$ cat config.mk
export PLATFORM = sky130hd
export DESIGN_NAME = av_progressive_dot_engine_flat
export DESIGN_NICKNAME = d
export VERILOG_FILES = /design/src/rtl/av_progressive_dot_engine_pkg.sv /design/src/rtl/av_progressive_dot_engine_if.sv /design/src/rtl/av_progressive_dot_engine_mul.sv /design/src/rtl/av_progressive_dot_engine.sv /design/src/flat_wrapper.sv
export SDC_FILE = /design/constraint.sdc
export NUM_CORES = 1
export LEC_CHECK = 0
export BUFFER_PORTS_ARGS = -buffer_cell sky130_fd_sc_hd__buf_2
export CORE_MARGIN = 2
export CORE_UTILIZATION = 40
export DETAILED_ROUTE_END_ITERATION = 6
export SLEW_MARGIN = 20
export SYNTH_ARGS = -nofsm -noshare
export SYNTH_HDL_FRONTEND = slang
export SYNTH_SLANG_ARGS = --single-unit
export TNS_END_PERCENT = 50
$ cat constraint.sdc
create_clock -name clk -period 5.6 [get_ports clk]
set_input_delay 0.28 -clock clk [delete_from_list [all_inputs] [get_ports clk]]
set_output_delay 0.28 -clock clk [all_outputs]
set_load 0.05 [all_outputs]
$ cat src/rtl/av_progressive_dot_engine_pkg.sv
// Shared types and latency constants for the progressive-precision A*V dot-product engine.
package av_dot_pkg;

    typedef enum logic [1:0] {
        PREC_INT4 = 2'd0,
        PREC_INT8 = 2'd1,
        PREC_16   = 2'd2,
        PREC_RSVD = 2'd3
    } prec_mode_e;

    typedef enum logic [1:0] {
        IDLE  = 2'd0,
        RUN   = 2'd1,
        DRAIN = 2'd2,
        DONE  = 2'd3
    } dot_state_e;

    // Issue-to-retire latency of each multiplier exit, in clk edges.
    localparam int LAT_INT4  = 2;
    localparam int LAT_INT8  = 3;
    localparam int LAT_INT16 = 5;

    function automatic logic [15:0] mask_operand(prec_mode_e m, logic [15:0] x);
        case (m)
            PREC_INT4: return {12'h000, x[3:0]};
            PREC_INT8: return {8'h00, x[7:0]};
            default:   return x;
        endcase
    endfunction

endpackage

$ cat src/rtl/av_progressive_dot_engine_if.sv
// Command, operand-stream and result handshake bundle of the dot-product engine.
interface av_dot_if #(
    parameter int MAX_LEN = 64,
    parameter int LEN_W   = $clog2(MAX_LEN + 1),
    parameter int ACC_W   = 32 + LEN_W
);
    logic             start;
    logic [1:0]       mode;
    logic [LEN_W-1:0] len;
    logic             in_valid;
    logic             in_ready;
    logic [15:0]      a;
    logic [15:0]      b;
    logic             busy;
    logic             res_valid;
    logic             res_ready;
    logic [ACC_W-1:0] res_data;
    logic [1:0]       res_mode;

    modport master (
        output start, mode, len, in_valid, a, b, res_ready,
        input  in_ready, busy, res_valid, res_data, res_mode
    );

    modport slave (
        input  start, mode, len, in_valid, a, b, res_ready,
        output in_ready, busy, res_valid, res_data, res_mode
    );
endinterface

$ cat src/rtl/av_progressive_dot_engine_mul.sv
// Progressive-precision multiplier: INT4, INT8 and full-width products exit at different depths.
module mul16_progressive
    import av_dot_pkg::*;
#(
    parameter int WIDTH = 16
) (
    input  logic               clk,
    input  logic               rst_n,
    input  logic               in_valid,
    input  logic [WIDTH-1:0]   a,
    input  logic [WIDTH-1:0]   b,
    output logic               out4_valid,
    output logic [7:0]         p4,
    output logic               out8_valid,
    output logic [15:0]        p8,
    output logic               out16_valid,
    output logic [2*WIDTH-1:0] p16
);

    logic [LAT_INT16:1]  vld;
    logic [WIDTH-1:0]    a1, b1, a2, b2, a3, b3;
    logic [WIDTH+7:0]    part_lo;
    logic [2*WIDTH-9:0]  part_hi;

    always_ff @(posedge clk or negedge rst_n) begin
        if (!rst_n) vld <= '0;
        else        vld <= {vld[LAT_INT16-1:1], in_valid};
    end

    // NOTE: datapath registers carry no reset; the valid chain alone qualifies them.
    always_ff @(posedge clk) begin
        a1      <= a;
        b1      <= b;
        p4      <= 8'(a1[3:0]) * 8'(b1[3:0]);
        a2      <= a1;
        b2      <= b1;
        p8      <= 16'(a2[7:0]) * 16'(b2[7:0]);
        a3      <= a2;
        b3      <= b2;
        // Full-width product split on b so each stage holds a narrower multiply.
        part_lo <= (WIDTH+8)'(a3) * (WIDTH+8)'(b3[7:0]);
        part_hi <= (2*WIDTH-8)'(a3) * (2*WIDTH-8)'(b3[WIDTH-1:8]);
        p16     <= (2*WIDTH)'(part_lo) + {part_hi, 8'h00};
    end

    assign out4_valid  = vld[LAT_INT4];
    assign out8_valid  = vld[LAT_INT8];
    assign out16_valid = vld[LAT_INT16];

endmodule

$ cat src/rtl/av_progressive_dot_engine.sv
// A*V dot-product engine: streams operand pairs into the progressive multiplier and sums the
// product tap matching the active precision.
module av_progressive_dot_engine
    import av_dot_pkg::*;
#(
    parameter int MAX_LEN = 64,
    parameter int LEN_W   = $clog2(MAX_LEN + 1),
    parameter int ACC_W   = 32 + LEN_W
) (
    input logic     clk,
    input logic     rst,
    av_dot_if.slave bus
);

    dot_state_e       state;
    prec_mode_e       mode_q;
    logic [LEN_W-1:0] len_q;
    logic [LEN_W-1:0] issue_cnt;
    logic [LEN_W-1:0] retire_cnt;
    logic [ACC_W-1:0] acc;

    logic [LEN_W-1:0] len_clamped;
    logic [LEN_W-1:0] issue_cnt_nxt;
    logic [LEN_W-1:0] retire_cnt_nxt;
    logic [ACC_W-1:0] acc_nxt;

    logic             issue_fire;
    logic [15:0]      a_m;
    logic [15:0]      b_m;

    logic             out4_valid, out8_valid, out16_valid;
    logic [7:0]       p4;
    logic [15:0]      p8;
    logic [31:0]      p16;
    logic             ret_valid;
    logic [31:0]      ret_prod;
    logic             ret_fire;

    // in_ready is only ever high in RUN, so it alone qualifies an issue.
    assign issue_fire = bus.in_ready && bus.in_valid;
    assign a_m        = mask_operand(mode_q, bus.a);
    assign b_m        = mask_operand(mode_q, bus.b);

    mul16_progressive #(.WIDTH(16)) u_mul (
        .clk         (clk),
        .rst_n       (~rst),
        .in_valid    (issue_fire),
        .a           (a_m),
        .b           (b_m),
        .out4_valid  (out4_valid),
        .p4          (p4),
        .out8_valid  (out8_valid),
        .p8          (p8),
        .out16_valid (out16_valid),
        .p16         (p16)
    );

    // NOTE: every always_comb output gets a default first so no latch can be inferred.
    always_comb begin
        ret_valid = 1'b0;
        ret_prod  = '0;
        case (mode_q)
            PREC_INT4: begin
                ret_valid = out4_valid;
                ret_prod  = 32'(p4);
            end
            PREC_INT8: begin
                ret_valid = out8_valid;
                ret_prod  = 32'(p8);
            end
            default: begin
                ret_valid = out16_valid;
                ret_prod  = p16;
            end
        endcase
    end

    assign ret_fire       = ret_valid && ((state == RUN) || (state == DRAIN));
    assign len_clamped    = (int'(bus.len) > MAX_LEN) ? LEN_W'(MAX_LEN) : bus.len;
    assign issue_cnt_nxt  = issue_cnt + LEN_W'(issue_fire);
    assign retire_cnt_nxt = retire_cnt + LEN_W'(ret_fire);
    assign acc_nxt        = acc + (ret_fire ? ACC_W'(ret_prod) : '0);

    // NOTE: all state here is sequential, so only non-blocking assignments are used.
    always_ff @(posedge clk or posedge rst) begin
        if (rst) begin
            state         <= IDLE;
            mode_q        <= PREC_INT4;
            len_q         <= '0;
            issue_cnt     <= '0;
            retire_cnt    <= '0;
            acc           <= '0;
            bus.in_ready  <= 1'b0;
            bus.busy      <= 1'b0;
            bus.res_valid <= 1'b0;
            bus.res_data  <= '0;
            bus.res_mode  <= '0;
        end else begin
            unique case (state)
                IDLE: begin
                    if (bus.start) begin
                        mode_q       <= prec_mode_e'(bus.mode);
                        len_q        <= len_clamped;
                        issue_cnt    <= '0;
                        retire_cnt   <= '0;
                        acc          <= '0;
                        bus.res_mode <= bus.mode;
                        bus.busy     <= 1'b1;
                        if (len_clamped == '0) begin
                            state         <= DONE;
                            bus.res_valid <= 1'b1;
                            bus.res_data  <= '0;
                        end else begin
                            state        <= RUN;
                            bus.in_ready <= 1'b1;
                        end
                    end
                end
                RUN, DRAIN: begin
                    issue_cnt  <= issue_cnt_nxt;
                    retire_cnt <= retire_cnt_nxt;
                    acc        <= acc_nxt;
                    if (ret_fire && (retire_cnt_nxt == len_q)) begin
                        state         <= DONE;
                        bus.in_ready  <= 1'b0;
                        bus.res_valid <= 1'b1;
                        bus.res_data  <= acc_nxt;
                    end else if (issue_cnt_nxt == len_q) begin
                        state        <= DRAIN;
                        bus.in_ready <= 1'b0;
                    end else begin
                        bus.in_ready <= 1'b1;
                    end
                end
                DONE: begin
                    if (bus.res_ready) begin
                        state         <= IDLE;
                        bus.res_valid <= 1'b0;
                        bus.busy      <= 1'b0;
                    end
                end
            endcase
        end
    end

endmodule
$ cat src/flat_wrapper.sv
// flat-port wrapper written by rule: the top's interface ports become plain ports
module av_progressive_dot_engine_flat import av_dot_pkg::*;
#(
    parameter int MAX_LEN = 64,
    parameter int LEN_W   = $clog2(MAX_LEN + 1),
    parameter int ACC_W   = 32 + LEN_W
)
  (clk, rst, bus_start, bus_mode, bus_len, bus_in_valid, bus_a, bus_b, bus_res_ready, bus_in_ready, bus_busy, bus_res_valid, bus_res_data, bus_res_mode);
  av_dot_if #(.MAX_LEN(MAX_LEN), .LEN_W(LEN_W), .ACC_W(ACC_W)) bus_i ();
  input logic clk;
  input logic rst;
  input wire logic [$bits(bus_i.start)-1:0] bus_start;
  input wire logic [$bits(bus_i.mode)-1:0] bus_mode;
  input wire logic [$bits(bus_i.len)-1:0] bus_len;
  input wire logic [$bits(bus_i.in_valid)-1:0] bus_in_valid;
  input wire logic [$bits(bus_i.a)-1:0] bus_a;
  input wire logic [$bits(bus_i.b)-1:0] bus_b;
  input wire logic [$bits(bus_i.res_ready)-1:0] bus_res_ready;
  output wire logic [$bits(bus_i.in_ready)-1:0] bus_in_ready;
  output wire logic [$bits(bus_i.busy)-1:0] bus_busy;
  output wire logic [$bits(bus_i.res_valid)-1:0] bus_res_valid;
  output wire logic [$bits(bus_i.res_data)-1:0] bus_res_data;
  output wire logic [$bits(bus_i.res_mode)-1:0] bus_res_mode;
  assign bus_i.start = bus_start;
  assign bus_i.mode = bus_mode;
  assign bus_i.len = bus_len;
  assign bus_i.in_valid = bus_in_valid;
  assign bus_i.a = bus_a;
  assign bus_i.b = bus_b;
  assign bus_i.res_ready = bus_res_ready;
  assign bus_in_ready = bus_i.in_ready;
  assign bus_busy = bus_i.busy;
  assign bus_res_valid = bus_i.res_valid;
  assign bus_res_data = bus_i.res_data;
  assign bus_res_mode = bus_i.res_mode;
  av_progressive_dot_engine #(.MAX_LEN(MAX_LEN), .LEN_W(LEN_W), .ACC_W(ACC_W)) u_core (.clk(clk), .rst(rst), .bus(bus_i));
endmodule
# --- After elaboration in Yosys (flattened, before gate mapping) ---
# Index checks and enable logic that the tools add are counted.
totals:
  register_bits: 311
  output_inout_bits: 44
  wordCells: 93
op_classes:
  addsub: 4
  mul: 4
  n_lt_le_gt_ge: 1
  eq_ne: 12
  mux: 33
  reduce_logical: 17
op_table:
  columns: ["cell", "count"]
  rows:
  - ["$mux W39", 4]
  - ["$pmux W39 S2", 2]
  - ["$pmux W16 S2", 2]
  - ["$pmux W32 S2", 1]
  - ["$mul A16 B8 Y24", 2]
  - ["$add A39 B39 Y39", 1]
  - ["$add A24 B32 Y32", 1]
  - ["$mux W32", 1]
  - ["$pmux W7 S2", 2]
  - ["$mul A8 B8 Y16", 1]
  - ["$add A7 B1 Y7", 2]
  - ["$eq A7 B7 Y1", 2]
  - ["$mux W7", 2]
  - ["$mux W2", 5]
  - ["$mux W1", 9]
  - ["$reduce_and A3 Y1", 3]
  - ["$mul A4 B4 Y8", 1]
  - ["$reduce_and A4 Y1", 2]
  - ["$gt A7 B7 Y1 const B", 1]
  - ["$logic_not A7 Y1", 1]
  - ["$ne A2 B2 Y1 const B", 3]
  - ["$pmux W1 S2", 3]
  - ["$pmux W2 S3", 1]
  - ["$eq A2 B1 Y1 const B", 2]
  - ["10 further kinds", 17]

# --- Logic depth before layout (Yosys ltp) ---
logic_depth:
  depth_word: 8
  mapped_depth: 20
  depth_no_buf: 19

# --- By module ---
# Synthesis repeated with hierarchy kept, for this count alone.
hier_totals:
  cells_unflattened: 2387
  area_unflattened_um2: 22492.8
modules_own_cells:
  columns: ["module", "n_inst", "cells_per_inst", "area_per_inst_um2"]
  rows:
  - ["mul16_progressive", 1, 1564, 15512.4]
  - ["av_progressive_dot_engine", 1, 823, 6980.4]

# --- Worst setup path before layout ---
# Ideal clock, no wire load.
synth_timing:
  path_type: "reg-to-reg"
  startpoint: "register u_core.u_mul.b3[3]"
  endpoint: "register u_core.u_mul.part_lo[23]"
  setup_time_ns: 0.072
  arrival_ns: 4.604
  setup_slack_ns: 0.924
  stages_incl_launch_ff: 18
  path_buffers: 1
  period_less_slack_ns: 4.676
  cell_sequence: "dfxtp_1 -> clkbuf_1 -> and2_1 -> fa_1 -> fa_1 -> fa_1 -> inv_1 -> fa_1 -> inv_1 -> ha_1 -> a21o_1 -> a21o_1 -> a21oi_1 -> o21ai_0 -> o31a_1 -> a221o_1 -> a21oi_1 -> xnor2_1"
synth_via:
  elab_chain_cells: 1
synth_lines:
  columns: ["element", "line_no", "rtl"]
  rows:
  - ["start, declared", "av_progressive_dot_engine_mul.sv:21", "logic [WIDTH-1:0] a1, b1, a2, b2, a3, b3;"]
  - ["start signal, assigned", "av_progressive_dot_engine_mul.sv:39", "b3 <= b2;"]
  - ["$mul A16 B8 Y24", "av_progressive_dot_engine_mul.sv:41", "part_lo <= (WIDTH+8)'(a3) * (WIDTH+8)'(b3[7:0]);"]
  - ["end signal, assigned", "av_progressive_dot_engine_mul.sv:41", null]
  - ["end, declared", "av_progressive_dot_engine_mul.sv:22", "logic [WIDTH+7:0] part_lo;"]
# Every way passes these cells.
# A chain may end at the register's enable or synchronous reset.

# --- Worst setup path after layout ---
# Ends and elaborated chain as after synthesis.

==> flow_metrics.env <==
export IMPL_postRouteAntennaNets=0
export IMPL_grt_overflow=0
export IMPL_cts_buffers=37
export IMPL_min_from="bus_in_valid"
export IMPL_synthMuxAreaShare_pct=1.11
export IMPL_portBuffers=89
export IMPL_critical_path_top_delay_family="adder cells"
export IMPL_tightest_slew_ns=1.03
export IMPL_drive_gt1_share_pct=7.90
export IMPL_grt_max_degree=80
export IMPL_min_path_cells=2
export IMPL_antenna_found_initial=0
export IMPL_p_leak_uw=0.0126
export IMPL_fp_dieW_um=240
export IMPL_synth_edf_count=0
export IMPL_rsz0062_at_grt="no"
export IMPL_synth_area_top_cells="fa_1 (19%), dfxtp_1 (18%), dfrtp_1 (12%)"
export IMPL_grt_pass1_vias=16200
export IMPL_wl_met1_um=24300
export IMPL_clock_sinks=311
export IMPL_setup_viol=0
export IMPL_hpwl_um=38100
export IMPL_dr_wl_met2_um=22200
export IMPL_dr_max_layer_used="met4"
export IMPL_reg2reg_depth=16
export IMPL_slew_viol_final=0
export IMPL_crit_required_ns=6.09
export IMPL_avgSynthCellArea_um2=9.59
export IMPL_clk_latency_ns=0.58
export IMPL_wl_um=49700
export IMPL_finalCritPeriodShare_pct=92.6
export IMPL_drt_wirelength_per_cell_um=15.4
export IMPL_drc=0
export IMPL_cap_violations=0
export IMPL_io_pins=90
export IMPL_nNetsFinal=2888
export IMPL_ys_warn_count=0
export IMPL_core_um2=55200
export IMPL_gp_congestion=0.861
export IMPL_worst_path_max_fanout=16
export IMPL_cts_max_path_buffers=3
export IMPL_end_kind="register"
export IMPL_hold_end="u_core.u_mul.vld[1]"
export IMPL_synth_cell_types=70
export IMPL_path_cells="and2_1, fa_1, fa_1, fa_1, inv_1, fa_1, inv_1, ha_1, a21o_1, a21o_1, a21oi_1, o21ai_0, o31a_1, a221o_1, a21oi_1, xnor2_1"
export IMPL_synth_compound_area_share_pct=10.7
export IMPL_power_density_nw_per_um2=593
export IMPL_synth_main_ff_cell="dfxtp_1"
export IMPL_synth_xor_xnor_area_share_pct=4.90
export IMPL_htreeDepth=2
export IMPL_r2r_slack_ns=0.41
export IMPL_netlist_area_um2=22300
export IMPL_syn2layout_area_growth_pct=13.4
export IMPL_synthAdderAreaFrac_pct=29.5
export IMPL_r2r_start="u_core.u_mul.b3[3]"
export IMPL_crit_top_cell="fa_1"
export IMPL_cts_tree="built"
export IMPL_syn_num_nets=2776
export IMPL_status="completed"
export IMPL_n_antenna_cell=0
export IMPL_fin_skew_ns=0.0248
export IMPL_drtIter0Drc=791
export IMPL_setup_tns_final_ns=0
export IMPL_start_util_pct=40.5
export IMPL_fill_cells=5226
export IMPL_path_buf_inv=2
export IMPL_seqCellArea_um2=6780
export IMPL_max_freq_mhz=193
export IMPL_timing_hold_violations_final=0
export IMPL_ys_seq_area_share_pct=30.4
export IMPL_synth_largest_area_cell="fa_1"
export IMPL_start_kind="register"
export IMPL_track_usage_pct=18.0
export IMPL_slowest_delay_ns=0.71
export IMPL_cp_num_cells=16
export IMPL_ys_ff_latch=311
export IMPL_async_flop_share_pct=35.7
export IMPL_die_h_um=240
export IMPL_clk_pin_slew_worst_paths_ns=0.06
export IMPL_min_path_type="input port to register"
export IMPL_yosys_area_share_simple_pct=17.2
export IMPL_vias=15600
export IMPL_r2r_end="u_core.u_mul.part_lo[23]"
export IMPL_grt_first_pass_wirelength_um=83100
export IMPL_cts_root_buf="clkbuf_16"
export IMPL_arrival_ns=5.68
export IMPL_dr_wl_met3_um=2230
export IMPL_yosysTopAreaCellShare_pct=18.8
export IMPL_row_count=86
export IMPL_min_period_ns=5.19
export IMPL_multi_input_area_um2=14200
export IMPL_die_area_um2=57700
export IMPL_hold_worst_slack_ns=0.0567
export IMPL_dr_pass1_iters=5
export IMPL_syn_inst=2329
export IMPL_slowest_stage="dfxtp_1"
export IMPL_vdd_ir_drop_max_mv=0.312
export IMPL_viasPerCell=4.86
export IMPL_relSlewSlack_pct=30.9
export IMPL_crit_type="register to register"
export IMPL_synth_top_family_by_area="adder cells"
export IMPL_post_cts_buffers=0
==> what timing repair did <==
action,in CTS,in global routing
hold buffers,43,0
resized for setup,0,0
hold endpoints to repair,120,0
==> worst reg2reg max path, stage by stage (launching register included) <==
cell	delay, ns
dfxtp_1	0.71
and2_1	0.25
fa_1	0.45
fa_1	0.51
fa_1	0.51
inv_1	0.06
fa_1	0.49
inv_1	0.05
ha_1	0.34
a21o_1	0.19
a21o_1	0.17
a21oi_1	0.24
o21ai_0	0.18
o31a_1	0.35
a221o_1	0.33
a21oi_1	0.17
xnor2_1	0.13
==> placed cells by master, fill, tap and decap left out, drive strengths merged, types with 11 or more instances in the layout <==
cell           n
and2         310
a22o          30
clkbuf        46
nand3         17
dlygate4sd3   43
a21o          37
nand2        219
dfrtp        111
nor3          19
xor2          38
buf          102
fa           210
dfxtp        200
xnor2         87
nor2          78
a21oi         93
and3          11
nand2b        21
nor2b         24
mux2i         17
o21ai        125
inv          286
ha           191
clkinv        11
==> cell usage after synthesis (all sizes together) (6+ instances only) <==
| library cell | count |
|---|---|
| and3 | 11 |
| inv | 283 |
| o21ai | 125 |
| o21bai | 8 |
| nand4 | 9 |
| mux2 | 7 |
| a31oi | 10 |
| nor2b | 24 |
| or3 | 9 |
| a21oi | 93 |
| xnor2 | 87 |
| mux2i | 17 |
| a21boi | 7 |
| dfxtp | 200 |
| buf | 12 |
| a22o | 30 |
| o211ai | 8 |
| nor2 | 78 |
| clkbuf | 60 |
| nand2b | 21 |
| nand3 | 17 |
| dfrtp | 111 |
| a21o | 37 |
| a211o | 6 |
| fa | 210 |
| xor2 | 38 |
| nor3 | 19 |
| o21a | 10 |
| o31ai | 9 |
| and2 | 310 |
| nor4 | 6 |
| nand2 | 219 |
| a211oi | 9 |
| ha | 191 |
==> per-layer routing <==
metal	up-vias	global-route usage, %
met2	251	29.1
li1	7735	-
met4	0	4.50
met3	72	3.38
met1	7572	24.8
met5	-	0
==> how the worst max path moves through the flow <==
| stage | startpoint | endpoint |
|---|---|---|
| 6_report | u_core.u_mul.b3[3] | u_core.u_mul.part_lo[23] |
| 5_1_grt | u_core.u_mul.b3[11] | u_core.u_mul.part_hi[23] |
| 4_1_cts | u_core.u_mul.b3[2] | u_core.u_mul.part_lo[23] |
| 3_5_place_dp | u_core.u_mul.b3[2] | u_core.u_mul.part_lo[23] |
| 3_3_place_gp | u_core.u_mul.b3[2] | u_core.u_mul.part_lo[23] |
| 2_1_floorplan | u_core.u_mul.b3[3] | u_core.u_mul.part_lo[23] |
==> cells by family (layout without fill, tap and decap cells) <==
kind of cell    count (synthesis)  count (layout)
xor+xnor                      125             125
buf+inv                       355             495
mux                            24              24
compound gates                378             378
flops                         311             311
fa+ha+maj                     401             401
simple gates                  735             735
==> registers in the layout (all words and copies together) (netlist names), 8 cells and up <==
signal	cells
u_core.u_mul.p8	16
u_core.u_mul.b1	16
u_core.u_mul.b2	16
u_core.u_mul.a1	16
u_core.u_mul.b3	16
u_core.acc	39
u_core.bus.res_data	39
u_core.u_mul.p4	8
u_core.u_mul.a3	16
u_core.u_mul.a2	16
u_core.u_mul.part_hi	24
u_core.u_mul.p16	32
u_core.u_mul.part_lo	24
==> metrics by stage <==
step                utilization, %  setup slack [ns]  instance area, um^2  cells  power [uW]
floorplan                        -             0.924                22300   2329       10100
global placement              42.6             0.567                23500   3107       12200
detailed placement            42.6             0.438                23500   3107       12400
CTS                           45.9             0.413                25300   3217       15200
global route                  45.9             0.173                25300   3217       16500
finish                        45.9             0.412                25300   3217       15000
==> report_power, final <==
part	internal, uW	total (uW)	leakage, uW	switching (uW)
Clock	1640	2660	0.000677	1020
Sequential	3010	3630	0.00317	617
Combinational	3490	8730	0.00873	5230
==> cell type report <==
class / instances / share of cell area, %
Clock inverter: 21 / 1.29
Clock buffer: 46 / 4.16
Multi-Input combinational cell: 1663 / 56.0
Tap cell: 748 / 3.70
Inverter: 283 / 4.21
Sequential cell: 311 / 26.8
Timing Repair Buffer: 145 / 3.84
Power figures use the tool's default switching activity.
